## src/rtl/spi_frame_ctrl_if.sv

```systemverilog
// Register-bank bus between the SPI frame controller and a register file.
// Latency: reg_rdata is combinational from the bank while reg_re is high.
// Backpressure: none; the bank must accept every reg_we/reg_re strobe.
//
// Signals:
//   reg_addr  - register address of the current frame
//   reg_wdata - write data, valid while reg_we is high and held afterwards
//   reg_we    - one-cycle write strobe
//   reg_re    - one-cycle read strobe
//   reg_rdata - read data returned by the bank during reg_re
// Modports: master = frame controller side, slave = register bank side.
interface spi_frame_ctrl_if #(
  parameter int ADDR_W = 7
);
  logic [ADDR_W-1:0] reg_addr;
  logic [7:0]        reg_wdata;
  logic              reg_we;
  logic              reg_re;
  logic [7:0]        reg_rdata;

  modport master (
    output reg_addr,
    output reg_wdata,
    output reg_we,
    output reg_re,
    input  reg_rdata
  );

  modport slave (
    input  reg_addr,
    input  reg_wdata,
    input  reg_we,
    input  reg_re,
    output reg_rdata
  );
endinterface

```

## src/rtl/spi_frame_ctrl.sv

```systemverilog
// SPI mode-0 slave that decodes 16-bit frames into register-bank accesses.
// Latency: SYNC_STAGES+1 clk from an SPI pin edge to its internal event; strobes follow one clk later.
// Backpressure: none; the SPI master sets the pace and the register bank must accept every strobe.
//
// Frame: command byte (bit7 = R/W with 1 = read, bits6..0 = address) then a data byte, MSB first.
// Ports:
//   clk, rst_n          - system clock, asynchronous active-low reset
//   spi_sclk/cs_n/mosi  - SPI inputs, asynchronous to clk, synchronized internally
//   spi_miso            - SPI data out, driven only during the data byte of a read frame
//   bus                 - register-bank master port (addr, wdata, we, re, rdata)
//   frame_err           - one-cycle pulse when chip select rises in the middle of a frame
module spi_frame_ctrl #(
  parameter int SYNC_STAGES = 2,
  parameter int ADDR_W      = 7
) (
  input  logic                      clk,
  input  logic                      rst_n,
  input  logic                      spi_sclk,
  input  logic                      spi_cs_n,
  input  logic                      spi_mosi,
  output logic                      spi_miso,
  spi_frame_ctrl_if.master          bus,
  output logic                      frame_err
);

  typedef enum logic [1:0] {
    IDLE    = 2'd0,
    CMD     = 2'd1,
    DATA    = 2'd2,
    WAIT_CS = 2'd3
  } state_t;

  // ---------------------------------------------------------------------------
  // Input synchronizers. Reset values match an idle bus: sclk low, cs_n high.
  // ---------------------------------------------------------------------------
  logic [SYNC_STAGES-1:0] sclk_sync;
  logic [SYNC_STAGES-1:0] cs_sync;
  logic [SYNC_STAGES-1:0] mosi_sync;
  logic                   sclk_d;
  logic                   cs_d;

  always_ff @(posedge clk or negedge rst_n) begin
    if (!rst_n) begin
      sclk_sync <= '0;
      cs_sync   <= '1;
      mosi_sync <= '0;
      sclk_d    <= 1'b0;
      cs_d      <= 1'b1;
    end else begin
      sclk_sync <= {sclk_sync[SYNC_STAGES-2:0], spi_sclk};
      cs_sync   <= {cs_sync[SYNC_STAGES-2:0], spi_cs_n};
      mosi_sync <= {mosi_sync[SYNC_STAGES-2:0], spi_mosi};
      sclk_d    <= sclk_sync[SYNC_STAGES-1];
      cs_d      <= cs_sync[SYNC_STAGES-1];
    end
  end

  logic sclk_s;
  logic cs_s;
  logic mosi_s;
  logic sclk_rise;
  logic sclk_fall;
  logic cs_rise;
  logic cs_fall;

  assign sclk_s    = sclk_sync[SYNC_STAGES-1];
  assign cs_s      = cs_sync[SYNC_STAGES-1];
  assign mosi_s    = mosi_sync[SYNC_STAGES-1];
  assign sclk_rise = sclk_s & ~sclk_d;
  assign sclk_fall = ~sclk_s & sclk_d;
  assign cs_rise   = cs_s & ~cs_d;
  assign cs_fall   = ~cs_s & cs_d;

  // ---------------------------------------------------------------------------
  // Frame FSM
  // ---------------------------------------------------------------------------
  state_t     state;
  state_t     state_nxt;
  logic [3:0] bit_cnt;
  logic       start;
  logic       shift_en;
  logic       cmd_last;
  logic       data_last;
  logic       abort;

  always_ff @(posedge clk or negedge rst_n) begin
    if (!rst_n) begin
      state <= IDLE;
    end else begin
      state <= state_nxt;
    end
  end

  // cs_rise is tested before sclk_rise so a coincident clock edge is dropped
  // together with the aborted frame.
  always_comb begin
    state_nxt = state;
    start     = 1'b0;
    shift_en  = 1'b0;
    cmd_last  = 1'b0;
    data_last = 1'b0;
    abort     = 1'b0;
    case (state)
      IDLE: begin
        if (cs_fall) begin
          start     = 1'b1;
          state_nxt = CMD;
        end
      end
      CMD: begin
        if (cs_rise) begin
          abort     = 1'b1;
          state_nxt = IDLE;
        end else if (sclk_rise) begin
          shift_en = 1'b1;
          if (bit_cnt == 4'd7) begin
            cmd_last  = 1'b1;
            state_nxt = DATA;
          end
        end
      end
      DATA: begin
        if (cs_rise) begin
          abort     = 1'b1;
          state_nxt = IDLE;
        end else if (sclk_rise) begin
          shift_en = 1'b1;
          if (bit_cnt == 4'd15) begin
            data_last = 1'b1;
            state_nxt = WAIT_CS;
          end
        end
      end
      WAIT_CS: begin
        if (cs_rise) begin
          state_nxt = IDLE;
        end
      end
      default: begin
        state_nxt = IDLE;
      end
    endcase
  end

  // ---------------------------------------------------------------------------
  // Datapath. shift_in only needs the 7 bits seen before the last bit of a
  // byte: the 8th bit is taken straight from mosi_s on the completing edge.
  // ---------------------------------------------------------------------------
  logic [6:0]        shift_in;
  logic [7:0]        shift_out;
  logic              rw_q;
  logic [ADDR_W-1:0] addr_q;
  logic [7:0]        wdata_q;
  logic              we_q;
  logic              re_q;
  logic              err_q;
  logic              miso_q;
  logic              read_data_phase;

  assign read_data_phase = (state == DATA) && rw_q;

  always_ff @(posedge clk or negedge rst_n) begin
    if (!rst_n) begin
      bit_cnt   <= 4'd0;
      shift_in  <= 7'd0;
      shift_out <= 8'd0;
      rw_q      <= 1'b0;
      addr_q    <= '0;
      wdata_q   <= 8'd0;
      we_q      <= 1'b0;
      re_q      <= 1'b0;
      err_q     <= 1'b0;
      miso_q    <= 1'b0;
    end else begin
      we_q  <= 1'b0;
      re_q  <= 1'b0;
      err_q <= abort;

      if (start) begin
        bit_cnt  <= 4'd0;
        shift_in <= 7'd0;
      end else if (shift_en) begin
        bit_cnt  <= bit_cnt + 4'd1;
        shift_in <= {shift_in[5:0], mosi_s};
      end

      // Address and R/W become visible the cycle after the 8th rising edge;
      // a read strobe is issued in that same cycle.
      if (cmd_last) begin
        addr_q <= {shift_in[ADDR_W-2:0], mosi_s};
        rw_q   <= shift_in[6];
        re_q   <= shift_in[6];
      end

      if (data_last && !rw_q) begin
        wdata_q <= {shift_in, mosi_s};
        we_q    <= 1'b1;
      end

      // Read data is captured while reg_re is high, then shifted out MSB
      // first, one bit per falling sclk edge.
      if (re_q) begin
        shift_out <= bus.reg_rdata;
      end else if (read_data_phase && sclk_fall) begin
        shift_out <= {shift_out[6:0], 1'b0};
      end

      if (read_data_phase) begin
        if (sclk_fall) begin
          miso_q <= shift_out[7];
        end
      end else begin
        miso_q <= 1'b0;
      end
    end
  end

  assign bus.reg_addr  = addr_q;
  assign bus.reg_wdata = wdata_q;
  assign bus.reg_we    = we_q;
  assign bus.reg_re    = re_q;
  assign frame_err     = err_q;
  assign spi_miso      = miso_q;

endmodule

```

## src/flat_wrapper.sv

```systemverilog
// flat-port wrapper written by rule: the top's interface ports become plain ports
module spi_frame_ctrl_flat 
#(
  parameter int SYNC_STAGES = 2,
  parameter int ADDR_W      = 7
)
  (clk, rst_n, spi_sclk, spi_cs_n, spi_mosi, spi_miso, frame_err, bus_reg_addr, bus_reg_wdata, bus_reg_we, bus_reg_re, bus_reg_rdata);
  spi_frame_ctrl_if #(.ADDR_W(ADDR_W)) bus_i ();
  input  logic clk;
  input  logic rst_n;
  input  logic spi_sclk;
  input  logic spi_cs_n;
  input  logic spi_mosi;
  output logic spi_miso;
  output logic frame_err;
  output wire logic [$bits(bus_i.reg_addr)-1:0] bus_reg_addr;
  output wire logic [$bits(bus_i.reg_wdata)-1:0] bus_reg_wdata;
  output wire logic [$bits(bus_i.reg_we)-1:0] bus_reg_we;
  output wire logic [$bits(bus_i.reg_re)-1:0] bus_reg_re;
  input wire logic [$bits(bus_i.reg_rdata)-1:0] bus_reg_rdata;
  assign bus_reg_addr = bus_i.reg_addr;
  assign bus_reg_wdata = bus_i.reg_wdata;
  assign bus_reg_we = bus_i.reg_we;
  assign bus_reg_re = bus_i.reg_re;
  assign bus_i.reg_rdata = bus_reg_rdata;
  spi_frame_ctrl #(.SYNC_STAGES(SYNC_STAGES), .ADDR_W(ADDR_W)) u_core (.clk(clk), .rst_n(rst_n), .spi_sclk(spi_sclk), .spi_cs_n(spi_cs_n), .spi_mosi(spi_mosi), .spi_miso(spi_miso), .bus(bus_i), .frame_err(frame_err));
endmodule
```

## config.mk

```make
export PLATFORM = sky130hd
export DESIGN_NAME = spi_frame_ctrl_flat
export DESIGN_NICKNAME = d
export VERILOG_FILES = /design/src/rtl/spi_frame_ctrl_if.sv /design/src/rtl/spi_frame_ctrl.sv /design/src/flat_wrapper.sv
export SDC_FILE = /design/constraint.sdc
export NUM_CORES = 1
export LEC_CHECK = 0
export CORE_MARGIN = 2
export CORE_UTILIZATION = 53
export CTS_CLUSTER_DIAMETER = 60
export DETAILED_ROUTE_END_ITERATION = 8
export GPL_TIMING_DRIVEN = 1
export PLACE_DENSITY_LB_ADDON = 0.2
export SYNTH_ARGS = -nofsm -noshare
export SYNTH_HDL_FRONTEND = slang
export SYNTH_SLANG_ARGS = --single-unit
```

## constraint.sdc

```tcl
create_clock -name clk -period 1.9 [get_ports clk]
set_input_delay 0.19 -clock clk [delete_from_list [all_inputs] [get_ports clk]]
set_output_delay 0.19 -clock clk [all_outputs]
set_load 0.01 [all_outputs]
```

==> results.sh <==
export IMPL_ys_types=34
export IMPL_numPortBuffers=31
export IMPL_peakVddDrop_v=0.0005727
export IMPL_via_count=1318
export IMPL_min_period_over_period_pct=96.09
export IMPL_post_dp_hpwl_mm=2.612
export IMPL_cp_top_family="simple AND/OR/NAND/NOR gates"
export IMPL_crit_required_ps=2090
export IMPL_finalSetupTns_ps=0
export IMPL_worstSetupPathType="reg2reg"
export IMPL_synth_edf_count=0
export IMPL_nFillCells=287
export IMPL_p_int_mw=1.609
export IMPL_grt_max_degree=32
export IMPL_first_iter_violations=32
export IMPL_antenna_left=0
export IMPL_max_cap_violations=0
export IMPL_pwr_share_clk_pct=25.4
export IMPL_start_util_pct=55.87
export IMPL_rows=22
export IMPL_finalSetupViolations=0
export IMPL_hold_slack_ps=293.1
export IMPL_p_sw_share_pct=29.42
export IMPL_clock_latency_ps=300
export IMPL_fp_dieH_um=66.36
export IMPL_antenna_found_initial=0
export IMPL_synth_area_leaders="dfrtp_1 56%, mux2_2 8.7%, mux2i_1 8.3%"
export IMPL_syn_instance_count=162
export IMPL_synth_top_area_cell="dfrtp_1"
export IMPL_power_density_nw_per_um2=880.0
export IMPL_outcome="finished, final reports clean"
export IMPL_firstDrtPassIters=4
export IMPL_synth_flop_cell="dfrtp_1"
export IMPL_yosysWarnings=0
export IMPL_nNetsFinal=224
export IMPL_coreArea_um2=3689
export IMPL_critPathMostFrequentCell="inv_1"
export IMPL_clkTransAtPathRegs_ps=80
export IMPL_switchingPower_uw=670.8
export IMPL_grt_overflow_total=0
export IMPL_hold_viol_final=0
export IMPL_drive_gt1_share_pct=20.39
export IMPL_die_w_um=66.36
export IMPL_ioPinCount=32
export IMPL_crit_buf_inv=2
export IMPL_yosys_area_top_type_share_pct=55.86
export IMPL_synth_area_per_cell_um2=12.72
export IMPL_globalplace_congestion=0.8526
export IMPL_cpPeakStageDelay_ps=430
export IMPL_grt_pass1_vias=1367
export IMPL_ys_seq_area_share_pct=59.68
export IMPL_end_kind="flip-flop"
export IMPL_async_flop_share_pct=100.0
export IMPL_power_frac_comb_pct=20.9
export IMPL_htreeDepth=2
export IMPL_seq_power_share_pct=53.6
export IMPL_post_cts_buffers=0
export IMPL_ctsRootBufferMaster="clkbuf_8"
export IMPL_grtUsageTotal_pct=18.41
export IMPL_p_leak_nw=1.296
export IMPL_grt_pass1_wl_mm=6.023
export IMPL_cts_buffers=5
export IMPL_cts_tree="done"
export IMPL_syn_nets=181
export IMPL_totalWireLength_mm=3.736
export IMPL_relSlewSlack_pct=57.80
export IMPL_synth_area_um2=2061
export IMPL_holdCritPathClass="in2reg"
export IMPL_slew_viol_final=0
export IMPL_area_delta_synth_final_pct=25.74
export IMPL_max_freq_mhz=547.7
export IMPL_wl_per_cell_um=14.71
export IMPL_crit_path_top_delay_cell="dfrtp_1"
export IMPL_start_kind="flip-flop"
export IMPL_ys_seq_elements=49
export IMPL_diodes=0
export IMPL_skew_ps=4.796
export IMPL_crit_arrival_ps=2010
export IMPL_tightest_slew_ps=633.0
export IMPL_crit_path_max_fanout=5
export IMPL_die_area_um2=4403
export IMPL_clock_sinks=49
export IMPL_worstPathCellList="inv_1, ha_1, inv_1, nor4_4, nand2_2, mux2_2"
export IMPL_vias_per_cell=5.189
export IMPL_fin_crit_ps=1826
export IMPL_clock_path_buffers=2
export IMPL_drc=0
per-stage QoR:
stage / power [mW] / instances / instance area (um^2) / utilization, % / worst slack [ps]
after CTS: 2.297 / 253 / 2567 / 69.61 / 24.89
after global placement: 1.668 / 244 / 2474 / 67.06 / 157.6
after global routing: 2.418 / 254 / 2591 / 70.25 / -49.48
final: 2.280 / 254 / 2591 / 70.25 / 74.27
after detailed placement: 1.707 / 244 / 2474 / 67.06 / 74.23
after floorplan: 1.541 / 162 / 2061 / - / 203.6
kinds of logic after synthesis:
| logic type | Yosys count | synth area share [%] |
|---|---|---|
| flops | 49 | 59.68 |
| compound gates | 16 | 4.372 |
| buf+inv | 10 | 1.943 |
| simple gates | 45 | 12.08 |
| fa+ha+maj | 6 | 3.643 |
| mux | 33 | 17.00 |
| xor+xnor | 3 | 1.275 |
power groups by stage:
| stage | clock network (mW) | logic, mW | registers (mW) |
|---|---|---|---|
| 6_report | 0.580 | 0.477 | 1.22 |
| 5_1_grt | 0.642 | 0.538 | 1.24 |
| 4_1_cts | 0.600 | 0.475 | 1.22 |
| 3_5_place_dp | 0 | 0.465 | 1.24 |
| 3_3_place_gp | 0 | 0.437 | 1.23 |
| 2_1_floorplan | 0 | 0.321 | 1.22 |
layout make-up:
cell class | count | area [um^2] | area share [%]
clock inverters | 1 | 7.507 | 0.2897
flip-flops and latches | 49 | 1230 | 47.46
repair buffers | 39 | 380.4 | 14.68
multi-input cells | 104 | 814.5 | 31.43
inverters | 6 | 22.52 | 0.8691
well taps | 48 | 60.06 | 2.318
clock buffers | 7 | 76.32 | 2.945
cell usage in the layout (no fill, tap or decap), types with 2 or more instances in the layout:
cell,count
nand2b_1,3
clkbuf_1,2
dfstp_2,3
nand2_1,10
inv_1,6
o21ai_0,9
clkbuf_8,5
dfrtp_1,46
nand2_2,2
xor2_1,3
buf_4,6
ha_1,6
nand4_1,2
nor2_1,15
mux2_2,16
mux2i_1,17
clkdlybuf4s50_1,30
a21oi_1,3
metal layers:
metal	wire [um]	global-route usage (%)
met4	27	5.357
met5	0	0
met2	1918	30.88
met3	200	5.792
met1	1590	22.83
sequential cells by signal (all words and copies together) (netlist names), 2 cells and up:
signal / count
u_core.shift_in: 7
u_core.cs_sync: 2
u_core.bus.reg_addr: 7
u_core.state: 2
u_core.bit_cnt: 4
u_core.mosi_sync: 2
u_core.shift_out: 8
u_core.sclk_sync: 2
u_core.bus.reg_wdata: 8
what timing repair did:
item                       CTS  global route
setup endpoints to repair    0             8
hold buffers                 1             0
gates resized for setup      0             4
hold endpoints to repair    26             0
synth_stat cells, types with 2 or more instances:
master,number
o21ai_0,9
dfstp_2,3
nand4_1,2
a21oi_1,3
ha_1,6
nand2b_1,3
dfrtp_1,46
inv_1,6
nand2_1,11
nor2_1,15
xor2_1,3
mux2_2,16
mux2i_1,17
buf_2,2
final timing paths:
check	end	startpoint	slack [ps]	depth (start not counted)
worst max register to register	u_core.bus.reg_wdata[3]	u_core.state[0]	70	6
min in group asynchronous	u_core.sclk_d	rst_n	440	2
worst max-delay path	u_core.bus.reg_wdata[3]	u_core.state[0]	70	6
worst min-delay path	u_core.cs_sync[0]	spi_cs_n	290	1
max in group asynchronous	u_core.bit_cnt[1]	rst_n	850	3
worst min register to register	u_core.sclk_sync[1]	u_core.sclk_sync[0]	360	0
No activity file was read; power rests on OpenSTA's default activity.
